## src/rtl/uart_tx_fifo_drain_if.sv

```systemverilog
// FIFO read-side and serial-line signal bundle for uart_tx_fifo_drain.
// slave = transmitter side, master = FIFO/config/line-observer side.
interface uart_tx_fifo_drain_if #(
  parameter int DATA_WIDTH = 8
);
  logic                  FIFO_EMPTY;
  logic [DATA_WIDTH-1:0] RD_DATA;
  logic                  RD_INC;
  logic                  PAR_EN;
  logic                  PAR_TYP;
  logic                  TX_OUT;
  logic                  BUSY;

  modport master (
    output FIFO_EMPTY, RD_DATA, PAR_EN, PAR_TYP,
    input  RD_INC, TX_OUT, BUSY
  );

  modport slave (
    input  FIFO_EMPTY, RD_DATA, PAR_EN, PAR_TYP,
    output RD_INC, TX_OUT, BUSY
  );
endinterface

```

## src/rtl/uart_tx_fifo_drain.sv

```systemverilog
// UART transmitter draining a show-ahead FIFO: start, data LSB first, optional parity, stop.
// Define UART_TX_STOP2_EN to append a second stop bit (STOP2 state).
module uart_tx_fifo_drain #(
  parameter int DATA_WIDTH = 8
) (
  input  logic                  CLK,
  input  logic                  RST,
  uart_tx_fifo_drain_if.slave   bus
);
  localparam int CNT_W = (DATA_WIDTH > 1) ? $clog2(DATA_WIDTH) : 1;
  localparam logic [CNT_W-1:0] LAST_BIT = CNT_W'(DATA_WIDTH - 1);

  typedef enum logic [2:0] {
    ST_IDLE,
    ST_START,
    ST_DATA,
    ST_PARITY,
`ifdef UART_TX_STOP2_EN
    ST_STOP,
    ST_STOP2
`else
    ST_STOP
`endif
  } state_t;

  // The state at whose end the next byte may be fetched without an idle gap.
`ifdef UART_TX_STOP2_EN
  localparam state_t ST_LAST_STOP = ST_STOP2;
`else
  localparam state_t ST_LAST_STOP = ST_STOP;
`endif

  state_t                state_q,   state_d;
  logic [CNT_W-1:0]      cnt_q,     cnt_d;
  logic [DATA_WIDTH-1:0] shift_q,   shift_d;
  logic                  par_en_q,  par_en_d;
  logic                  par_bit_q, par_bit_d;
  logic                  tx_out_q,  tx_out_d;
  logic                  busy_q,    busy_d;
  logic                  rd_inc_q,  rd_inc_d;
  logic                  fetch;

  always_ff @(posedge CLK or posedge RST) begin
    if (RST) begin
      state_q   <= ST_IDLE;
      cnt_q     <= '0;
      shift_q   <= '0;
      par_en_q  <= 1'b0;
      par_bit_q <= 1'b0;
      tx_out_q  <= 1'b1;
      busy_q    <= 1'b0;
      rd_inc_q  <= 1'b0;
    end else begin
      state_q   <= state_d;
      cnt_q     <= cnt_d;
      shift_q   <= shift_d;
      par_en_q  <= par_en_d;
      par_bit_q <= par_bit_d;
      tx_out_q  <= tx_out_d;
      busy_q    <= busy_d;
      rd_inc_q  <= rd_inc_d;
    end
  end

  always_comb begin
    state_d   = state_q;
    cnt_d     = cnt_q;
    shift_d   = shift_q;
    par_en_d  = par_en_q;
    par_bit_d = par_bit_q;
    tx_out_d  = tx_out_q;
    busy_d    = busy_q;
    rd_inc_d  = 1'b0;
    fetch     = 1'b0;

    case (state_q)
      ST_IDLE: begin
        tx_out_d = 1'b1;
        busy_d   = 1'b0;
      end
      ST_START: begin
        tx_out_d = shift_q[0];
        shift_d  = shift_q >> 1;
        cnt_d    = '0;
        state_d  = ST_DATA;
      end
      ST_DATA: begin
        if (cnt_q == LAST_BIT) begin
          cnt_d = '0;
          if (par_en_q) begin
            tx_out_d = par_bit_q;
            state_d  = ST_PARITY;
          end else begin
            tx_out_d = 1'b1;
            state_d  = ST_STOP;
          end
        end else begin
          tx_out_d = shift_q[0];
          shift_d  = shift_q >> 1;
          cnt_d    = cnt_q + 1'b1;
        end
      end
      ST_PARITY: begin
        tx_out_d = 1'b1;
        state_d  = ST_STOP;
      end
`ifdef UART_TX_STOP2_EN
      ST_STOP: begin
        tx_out_d = 1'b1;
        state_d  = ST_STOP2;
      end
      ST_STOP2: begin
        tx_out_d = 1'b1;
        busy_d   = 1'b0;
        state_d  = ST_IDLE;
      end
`else
      ST_STOP: begin
        tx_out_d = 1'b1;
        busy_d   = 1'b0;
        state_d  = ST_IDLE;
      end
`endif
      default: begin
        tx_out_d = 1'b1;
        busy_d   = 1'b0;
        state_d  = ST_IDLE;
      end
    endcase

    // Fetch overrides the idle/stop defaults so back-to-back frames have no gap.
    if ((state_q == ST_IDLE || state_q == ST_LAST_STOP) && !bus.FIFO_EMPTY) begin
      fetch     = 1'b1;
      shift_d   = bus.RD_DATA;
      rd_inc_d  = 1'b1;
      par_en_d  = bus.PAR_EN;
      par_bit_d = (^bus.RD_DATA) ^ bus.PAR_TYP;
      tx_out_d  = 1'b0;
      busy_d    = 1'b1;
      cnt_d     = '0;
      state_d   = ST_START;
    end
  end

  assign bus.TX_OUT = tx_out_q;
  assign bus.BUSY   = busy_q;
  assign bus.RD_INC = rd_inc_q;
endmodule

```

## src/flat_wrapper.sv

```systemverilog
// flat-port wrapper written by rule: the top's interface ports become plain ports
module uart_tx_fifo_drain_flat 
#(
  parameter int DATA_WIDTH = 8
)
  (CLK, RST, bus_FIFO_EMPTY, bus_RD_DATA, bus_PAR_EN, bus_PAR_TYP, bus_RD_INC, bus_TX_OUT, bus_BUSY);
  uart_tx_fifo_drain_if #(.DATA_WIDTH(DATA_WIDTH)) bus_i ();
  input  logic CLK;
  input  logic RST;
  input wire logic [$bits(bus_i.FIFO_EMPTY)-1:0] bus_FIFO_EMPTY;
  input wire logic [$bits(bus_i.RD_DATA)-1:0] bus_RD_DATA;
  input wire logic [$bits(bus_i.PAR_EN)-1:0] bus_PAR_EN;
  input wire logic [$bits(bus_i.PAR_TYP)-1:0] bus_PAR_TYP;
  output wire logic [$bits(bus_i.RD_INC)-1:0] bus_RD_INC;
  output wire logic [$bits(bus_i.TX_OUT)-1:0] bus_TX_OUT;
  output wire logic [$bits(bus_i.BUSY)-1:0] bus_BUSY;
  assign bus_i.FIFO_EMPTY = bus_FIFO_EMPTY;
  assign bus_i.RD_DATA = bus_RD_DATA;
  assign bus_i.PAR_EN = bus_PAR_EN;
  assign bus_i.PAR_TYP = bus_PAR_TYP;
  assign bus_RD_INC = bus_i.RD_INC;
  assign bus_TX_OUT = bus_i.TX_OUT;
  assign bus_BUSY = bus_i.BUSY;
  uart_tx_fifo_drain #(.DATA_WIDTH(DATA_WIDTH)) u_core (.CLK(CLK), .RST(RST), .bus(bus_i));
endmodule
```

## config.mk

```make
export PLATFORM = sky130hd
export DESIGN_NAME = uart_tx_fifo_drain_flat
export DESIGN_NICKNAME = d
export VERILOG_FILES = /design/src/rtl/uart_tx_fifo_drain_if.sv /design/src/rtl/uart_tx_fifo_drain.sv /design/src/flat_wrapper.sv
export SDC_FILE = /design/constraint.sdc
export NUM_CORES = 1
export LEC_CHECK = 0
export ABC_AREA = 1
export ABC_CLOCK_PERIOD_IN_PS = 1130
export BUFFER_PORTS_ARGS = -buffer_cell sky130_fd_sc_hd__buf_2
export CORE_ASPECT_RATIO = 1.25
export CORE_UTILIZATION = 49
export CTS_CLUSTER_DIAMETER = 100
export DETAILED_ROUTE_END_ITERATION = 6
export GPL_ROUTABILITY_DRIVEN = 0
export HOLD_SLACK_MARGIN = 0.06
export MAX_ROUTING_LAYER = met4
export PLACE_DENSITY = 0.77
export SYNTH_ARGS = -nofsm -noshare
export SYNTH_HDL_FRONTEND = slang
export SYNTH_SLANG_ARGS = --single-unit
```

## constraint.sdc

```tcl
create_clock -name CLK -period 1.13 [get_ports CLK]
set_input_delay 0.0565 -clock CLK [delete_from_list [all_inputs] [get_ports CLK]]
set_output_delay 0.0565 -clock CLK [all_outputs]
set_load 0.05 [all_outputs]
```

==> metrics, run 1 <==
status finished, violations left; failing checks DRC, setup timing; crit-path leading delay family flip-flops; Placement Setup Slack -224 ps; Least-Margin Pin Slew 288 ps; critical path cell sequence ha_2 -> ha_4 -> inv_4 -> o21ai_4 -> inv_4 -> nand2_1 -> nand2_1; Hold Path Stages 4; setup slack, reg-to-reg -240 ps; Vias 1095; Clock Sinks 19; most common cell in the synthesized netlist nand2_1; Synth top area share 42.7%; Syn Nets between 150 and 200; Die Y 53.9 um; Yosys top cell by area dfrtp_1; Post-synth ARST share 100%; Inserted Diodes 0; Clock transition at path regs 120 ps; detailed-route DRC error count 2; Clk Tree Root Cell clkbuf_4; Arrival @ worst endpoint 1570 ps; Data required, critical path between 1000 and 1500 ps; Avg Cell Area, Syn 7.28 um^2; drt pass-1 iters 6; first-pass GRT wire length ~4000 um; synthesized area 0.00106 mm^2; endpoints failing hold 0; gr usage total between 20% and 30%; initial antenna violation count 0; hpwl dp 1720 um; core box area ~0.002 mm^2; Area contributors post-synth dfrtp_1 (43%), nand2_1 (23%), inv_1 (7.1%); maxcap violations 0; total CTS buffers 3; RSZ-0062 raised after global routing true; Min-Delay Path Class in2reg; 1st-iter DRT viols 21; Hold Startpoint bus_FIFO_EMPTY; CTS max path bufs 2; Worst Hold Path EP u_core.state_q[2]; Synth Warn # 0; fin crit share 121%; Setup Skew around 7.6 ps; Slew HR roughly four fifths; worst r2r src u_core.cnt_q[1]; slowest stage cell on the critical path dfrtp_1; mean routed wirelength per cell 13.5 um; startpoint types flop; number of routed nets with antenna violations 0; clk_lat worst skew 300 ps; PD cells around 2600 mW/mm^2; kind of end point of the critical path flop; Max Fclk roughly 730 MHz; reg-to-reg endpoint u_core.shift_q[1]; Initial Util 52.7%; Final WS setup -240 ps; largest net degree at the start of global routing 13; Synth cell types 23; static leakage between 0.0008 and 0.0009 uW; final net count 206; P&R area growth vs syn 46.7%; CTS tree yes; CP max stage delay 390 ps; top_reg_cell synth dfrtp_1; post-route cell area about 0.0015 mm^2; FF+latch count, synth 19; Max Slew Vio Count 0; num rows 18; Worst IR Drop VDD approximately 1.6 mV; Tmin final approximately 1400 ps; Ports 16; total wire length 2840 um; vias in the first global route between 1000 and 1500; Seq/Total Area, Yosys 45.1%; H-tree Lvls 1; dpl cell area 0.00124 mm^2; most instantiated cells after synthesis nand2_1 (64), inv_1 (20), dfrtp_1 (18), o21ai_0 (12), nand3_1 (6); layout cell share with drive strength beyond 1 about two fifths; worst r2r path cells 7; Die ar. approximately 0.0023 mm^2; crit path max fanout 8; Syn Inst Count around 150; final setup fails 17; EDFF count, synth 0; Die Wd 43.5 um; crit path buf inv count 2; critical setup path kind reg2reg; # port buffers 15; final global-route overflow total 0; vias per std cell 5.21
## registers in the layout (all words and copies together) (netlist names)
register	flops
u_core.state_q	3
u_core.bus.BUSY	1
u_core.par_en_q	1
u_core.bus.TX_OUT	1
u_core.par_bit_q	1
u_core.bus.RD_INC	1
u_core.shift_q	8
u_core.cnt_q	3
## worst reg2reg max path, stage by stage (launching register included)
cell	delay, ps
dfrtp_1	390
ha_2	200
ha_4	150
inv_4	50
o21ai_4	250
inv_4	110
nand2_1	80
nand2_1	50
## cell families after synthesis
group / Yosys count / share of synthesized area, %
AO/OA/AOI/OAI: 19 / 10.9
XOR/XNOR: 1 / 0.830
adder cells (fa/ha/maj): 2 / 2.37
buffers and inverters: 24 / 8.89
flip-flops: 19 / 45.1
AND/OR/NAND/NOR: 80 / 31.9
## cell usage in the layout, fill, tap and decap left out, types with 4 or more instances in the layout
master,Yosys,routed
nand2_1,64,58
inv_1,20,18
dfrtp_1,18,16
buf_4,0,15
buf_2,1,14
buf_6,0,8
nand2_2,2,7
o21ai_2,1,6
o21ai_0,12,5
nand3_1,6,4
## cell type report
type | count | area (um^2)
clock buffer | 3 | 22.5
tap | 20 | 25.0
multi-input combinational | 103 | 596
clock inverter | 1 | 5.00
timing repair buffer | 41 | 323
inverter | 23 | 98.8
fill | 139 | 455
sequential | 19 | 479
## layer usage
| metal | share of wire (%) | track usage [%] | vias up |
|---|---|---|---|
| li1 | - | - | 539 |
| met1 | 38 | 24.4 | 508 |
| met2 | 57 | 50.0 | 35 |
| met3 | 2.8 | 1.01 | 13 |
| met4 | 2.9 | 7.81 | 0 |
| met5 | 0 | - | - |
## metrics by stage
stage / setup TNS (ps) / hold slack, ps / utilization (%) / power [uW] / instances
finish: -2730 / 108 / 77.3 / 4070 / 210
floorplan: -531 / 6.89 / - / 2290 / 145
CTS: -1800 / 109 / 71.3 / 3590 / 205
global placement: -1560 / 8.87 / 61.9 / 2740 / 189
detailed placement: -2370 / 7.30 / 61.9 / 2810 / 189
global route: -3560 / 117 / 77.3 / 4330 / 210
## worst max path at each step
stage,from,to,slack (ps),cells past startpoint
6_report,u_core.cnt_q[1],u_core.shift_q[1],-240,7
5_1_grt,u_core.cnt_q[1],u_core.shift_q[1],-300,7
4_1_cts,u_core.cnt_q[1],u_core.shift_q[5],-190,7
3_5_place_dp,u_core.cnt_q[1],u_core.shift_q[1],-220,7
3_3_place_gp,u_core.cnt_q[0],u_core.shift_q[4],-150,7
2_1_floorplan,u_core.state_q[2],u_core.shift_q[0],-80,8
## timing repair
| action | 4_1_cts | 5_1_grt |
|---|---|---|
| resized for setup | 20 | 25 |
| endpoints found under the hold margin | 21 | 0 |
| pin swaps | 6 | 8 |
| endpoints found under the setup margin | 18 | 17 |
| hold buffers | 3 | 0 |
| setup buffers | 9 | 4 |
| gates cloned | 0 | 1 |
## power breakdown
| part | internal [uW] | total [uW] | switching, uW |
|---|---|---|---|
| clock | 132 | 355 | 223 |
| combinational | 1080 | 2520 | 1440 |
| sequential | 985 | 1190 | 207 |
| total | 2200 | 4070 | 1870 |
No activity file was read; power rests on OpenSTA's default activity.
==> inputs of run 2 (changes only) <==
Settings changed: ABC_CLOCK_PERIOD_IN_PS 1130 to 1400, CORE_UTILIZATION 49 to 54, PLACE_DENSITY 0.77 to 0.8.
Clock period 1.13 ns to 1.4 ns, I/O delays scaled along.
==> run 2 against run 1 <==
Against the previous run:
- the flow now finishes without violations
- maximum frequency is 2.5% higher
- clock power is 23% lower
- register-to-register slack better by 300 ps
- hold slack better by 8.3 ps
- total power is 37% lower
- combinational power is 47% lower
- sequential share of layout area is 6.0 points higher
- critical path type unchanged
- cell count is 9.0% lower
- global-route usage is 1.4 points lower
- critical path depth stayed put
- flip-flop and latch count stayed put
- largest cell class unchanged
- non-clock buffer count is 17 lower
==> metrics, run 2 (synthesized netlist as in run 1, its figures left out) <==
total wire length 2010 um (was 2840 um); H-tree Lvls 1 (unchanged); Data required, critical path 1600 ps (was 1330 ps); most frequent cells in the layout nand2_1 (61), inv_1 (18), dfrtp_1 (17), buf_2 (15), o21ai_0 (12) (was nand2_1 (58), inv_1 (18), dfrtp_1 (16), buf_4 (15), buf_2 (14)); final global-route overflow total 0 (unchanged); detailed-route DRC error count 0 (was 2); 1st-iter DRT viols 16 (was 21); endpoints failing hold 0 (unchanged); first-pass GRT wire length 3640 um (was 4040 um); Min-Delay Path Class in2reg (unchanged); met1 usage in global routing 26.7% (was 24.4%); Placement Setup Slack 37.5 ps (was -224 ps); Max Slew Vio Count 0 (unchanged); P&R area growth vs syn 22.6% (was 46.7%); Ports 16 (unchanged); Tmin final 1340 ps (was 1370 ps); CTS max path bufs 2 (unchanged); Clock Sinks 19 (unchanged); static leakage 0.000710 uW (was 0.000839 uW); vias in the first global route 921 (was 1035); CTS tree yes (unchanged); drt pass-1 iters 4 (was 6); core box area 0.00181 mm^2 (was 0.00200 mm^2); Inserted Diodes 0 (unchanged); GR Util met2 38.5% (was 50.0%); Max Fclk 748 MHz (was 730 MHz); status finished, final reports clean (was finished, violations left); gr usage total 23.0% (was 24.4%); Least-Margin Pin Slew 269 ps (was 288 ps); final net count 188 (was 206); crit path max fanout 8 (unchanged); Final WS setup 62.6 ps (was -240 ps); Cell Count, Final, Fillers Out 191 (was 210); Arrival @ worst endpoint 1530 ps (was 1570 ps); Die Wd 41.6 um (was 43.5 um); grt met3 use 4.24% (was 1.01%); final setup fails 0 (was 17); initial antenna violation count 0 (unchanged); total CTS buffers 3 (unchanged); dpl cell area 0.00118 mm^2 (was 0.00124 mm^2); most used routing layer met2 (unchanged); PD cells 1980 mW/mm^2 (was 2630 mW/mm^2); Vias 968 (was 1095); # port buffers 15 (unchanged); Top reg by flops u_core.shift_q (unchanged); mean routed wirelength per cell 10.5 um (was 13.5 um); Slew HR 82.0% (was 80.8%); biggest regs u_core.shift_q x8, u_core.cnt_q x3, u_core.state_q x3 (unchanged); layout cell share with drive strength beyond 1 25.6% (was 40.5%); startpoint types flop (unchanged); Die ar. 0.00214 mm^2 (was 0.00235 mm^2); num rows 17 (was 18); Clock transition at path regs 100 ps (was 120 ps); fin crit share 95.5% (was 121%); Initial Util 58.4% (was 52.7%); kind of end point of the critical path flop (unchanged); maxcap violations 0 (unchanged); Setup Skew 2.09 ps (was 7.58 ps); commonest non-fill, non-tap cell in the layout nand2_1 (unchanged); post-route cell area 0.00129 mm^2 (was 0.00155 mm^2); Worst Hold Margin 116 ps (was 108 ps); Inst Count DP 182 (was 189); critical setup path kind reg2reg (unchanged); number of routed nets with antenna violations 0 (unchanged); worst r2r src u_core.cnt_q[1] (unchanged); largest net degree at the start of global routing 20 (was 13); Worst IR Drop VDD 1.02 mV (was 1.56 mV); number of flip-flops under the largest register name 8 (unchanged); RSZ-0062 raised after global routing true (unchanged); Die Y 51.4 um (was 53.9 um); clk_lat worst skew 290 ps (was 300 ps); worst setup path startpoint u_core.cnt_q[1] (unchanged); Hold Startpoint bus_RD_DATA[6] (was bus_FIFO_EMPTY); vias per std cell 5.07 (was 5.21); Clk Tree Root Cell clkbuf_4 (unchanged); hpwl dp 1520 um (was 1720 um)
## run 2: cell types whose count changed in the layout (fill, tap and decap cells not counted), moves of 2 or more
| cell | before | now |
|---|---|---|
| o21ai_2 | 6 | 1 |
| o21ai_1 | 3 | 1 |
| nand2_1 | 58 | 61 |
| buf_4 | 15 | 6 |
| nand2_4 | 2 | 0 |
| nor2_1 | 2 | 4 |
| nand3_1 | 4 | 6 |
| buf_6 | 8 | 0 |
| o21ai_0 | 5 | 12 |
| nand2_2 | 7 | 5 |
## run 2: per-stage QoR
stage	util, %	TNS (ps)	total power (uW)
floorplan	-	0	1840
global placement	65.3	0	2110
detailed placement	65.3	0	2160
CTS	68.4	0	2450
global route	71.6	-103	2800
finish	71.6	0	2570
## run 2: worst max-delay path: stages, from the launching register on
cell,delay [ps]
dfrtp_1,380
ha_2,200
ha_4,150
inv_4,40
o21ai_4,240
inv_4,110
nand2_2,80
o21ai_2,50
## run 2: final timing paths
kind / endpoint / slack, ps / depth (start not counted)
worst max-delay path: u_core.shift_q[0] / 60 / 7
worst min-delay path: u_core.shift_q[6] / 120 / 5
worst max register to register: u_core.shift_q[0] / 60 / 7
worst min register to register: u_core.state_q[2] / 460 / 1
max in group asynchronous: u_core.bus.TX_OUT / 820 / 4
min in group asynchronous: u_core.state_q[2] / 330 / 4
## run 2: layout make-up
cell class,instances,area (um^2)
repair buffers,24,150
fillers,152,513
flip-flops and latches,19,478
inverters,23,95.1
clock buffers,4,26.3
multi-input cells,102,522
well taps,19,23.8
## run 2: power by group
group	total (uW)	leakage (uW)	switching [uW]	internal (uW)
logic	1340	0.000454	850	494
registers	946	0.000241	153	793
clock network	274	0.0000150	163	111
## run 2: timing repair
item	in CTS	in global routing
gates resized for setup	0	12
endpoints found under the setup margin	0	9
hold buffers	3	0
setup buffers	0	2
hold endpoints to repair	21	0
## run 2: per-layer routing
| layer | share of wire (%) | vias to the layer above |
|---|---|---|
| li1 | - | 499 |
| met1 | 45 | 445 |
| met2 | 51 | 22 |
| met3 | 2.9 | 2 |
| met4 | 1.4 | 0 |
| met5 | 0 | - |
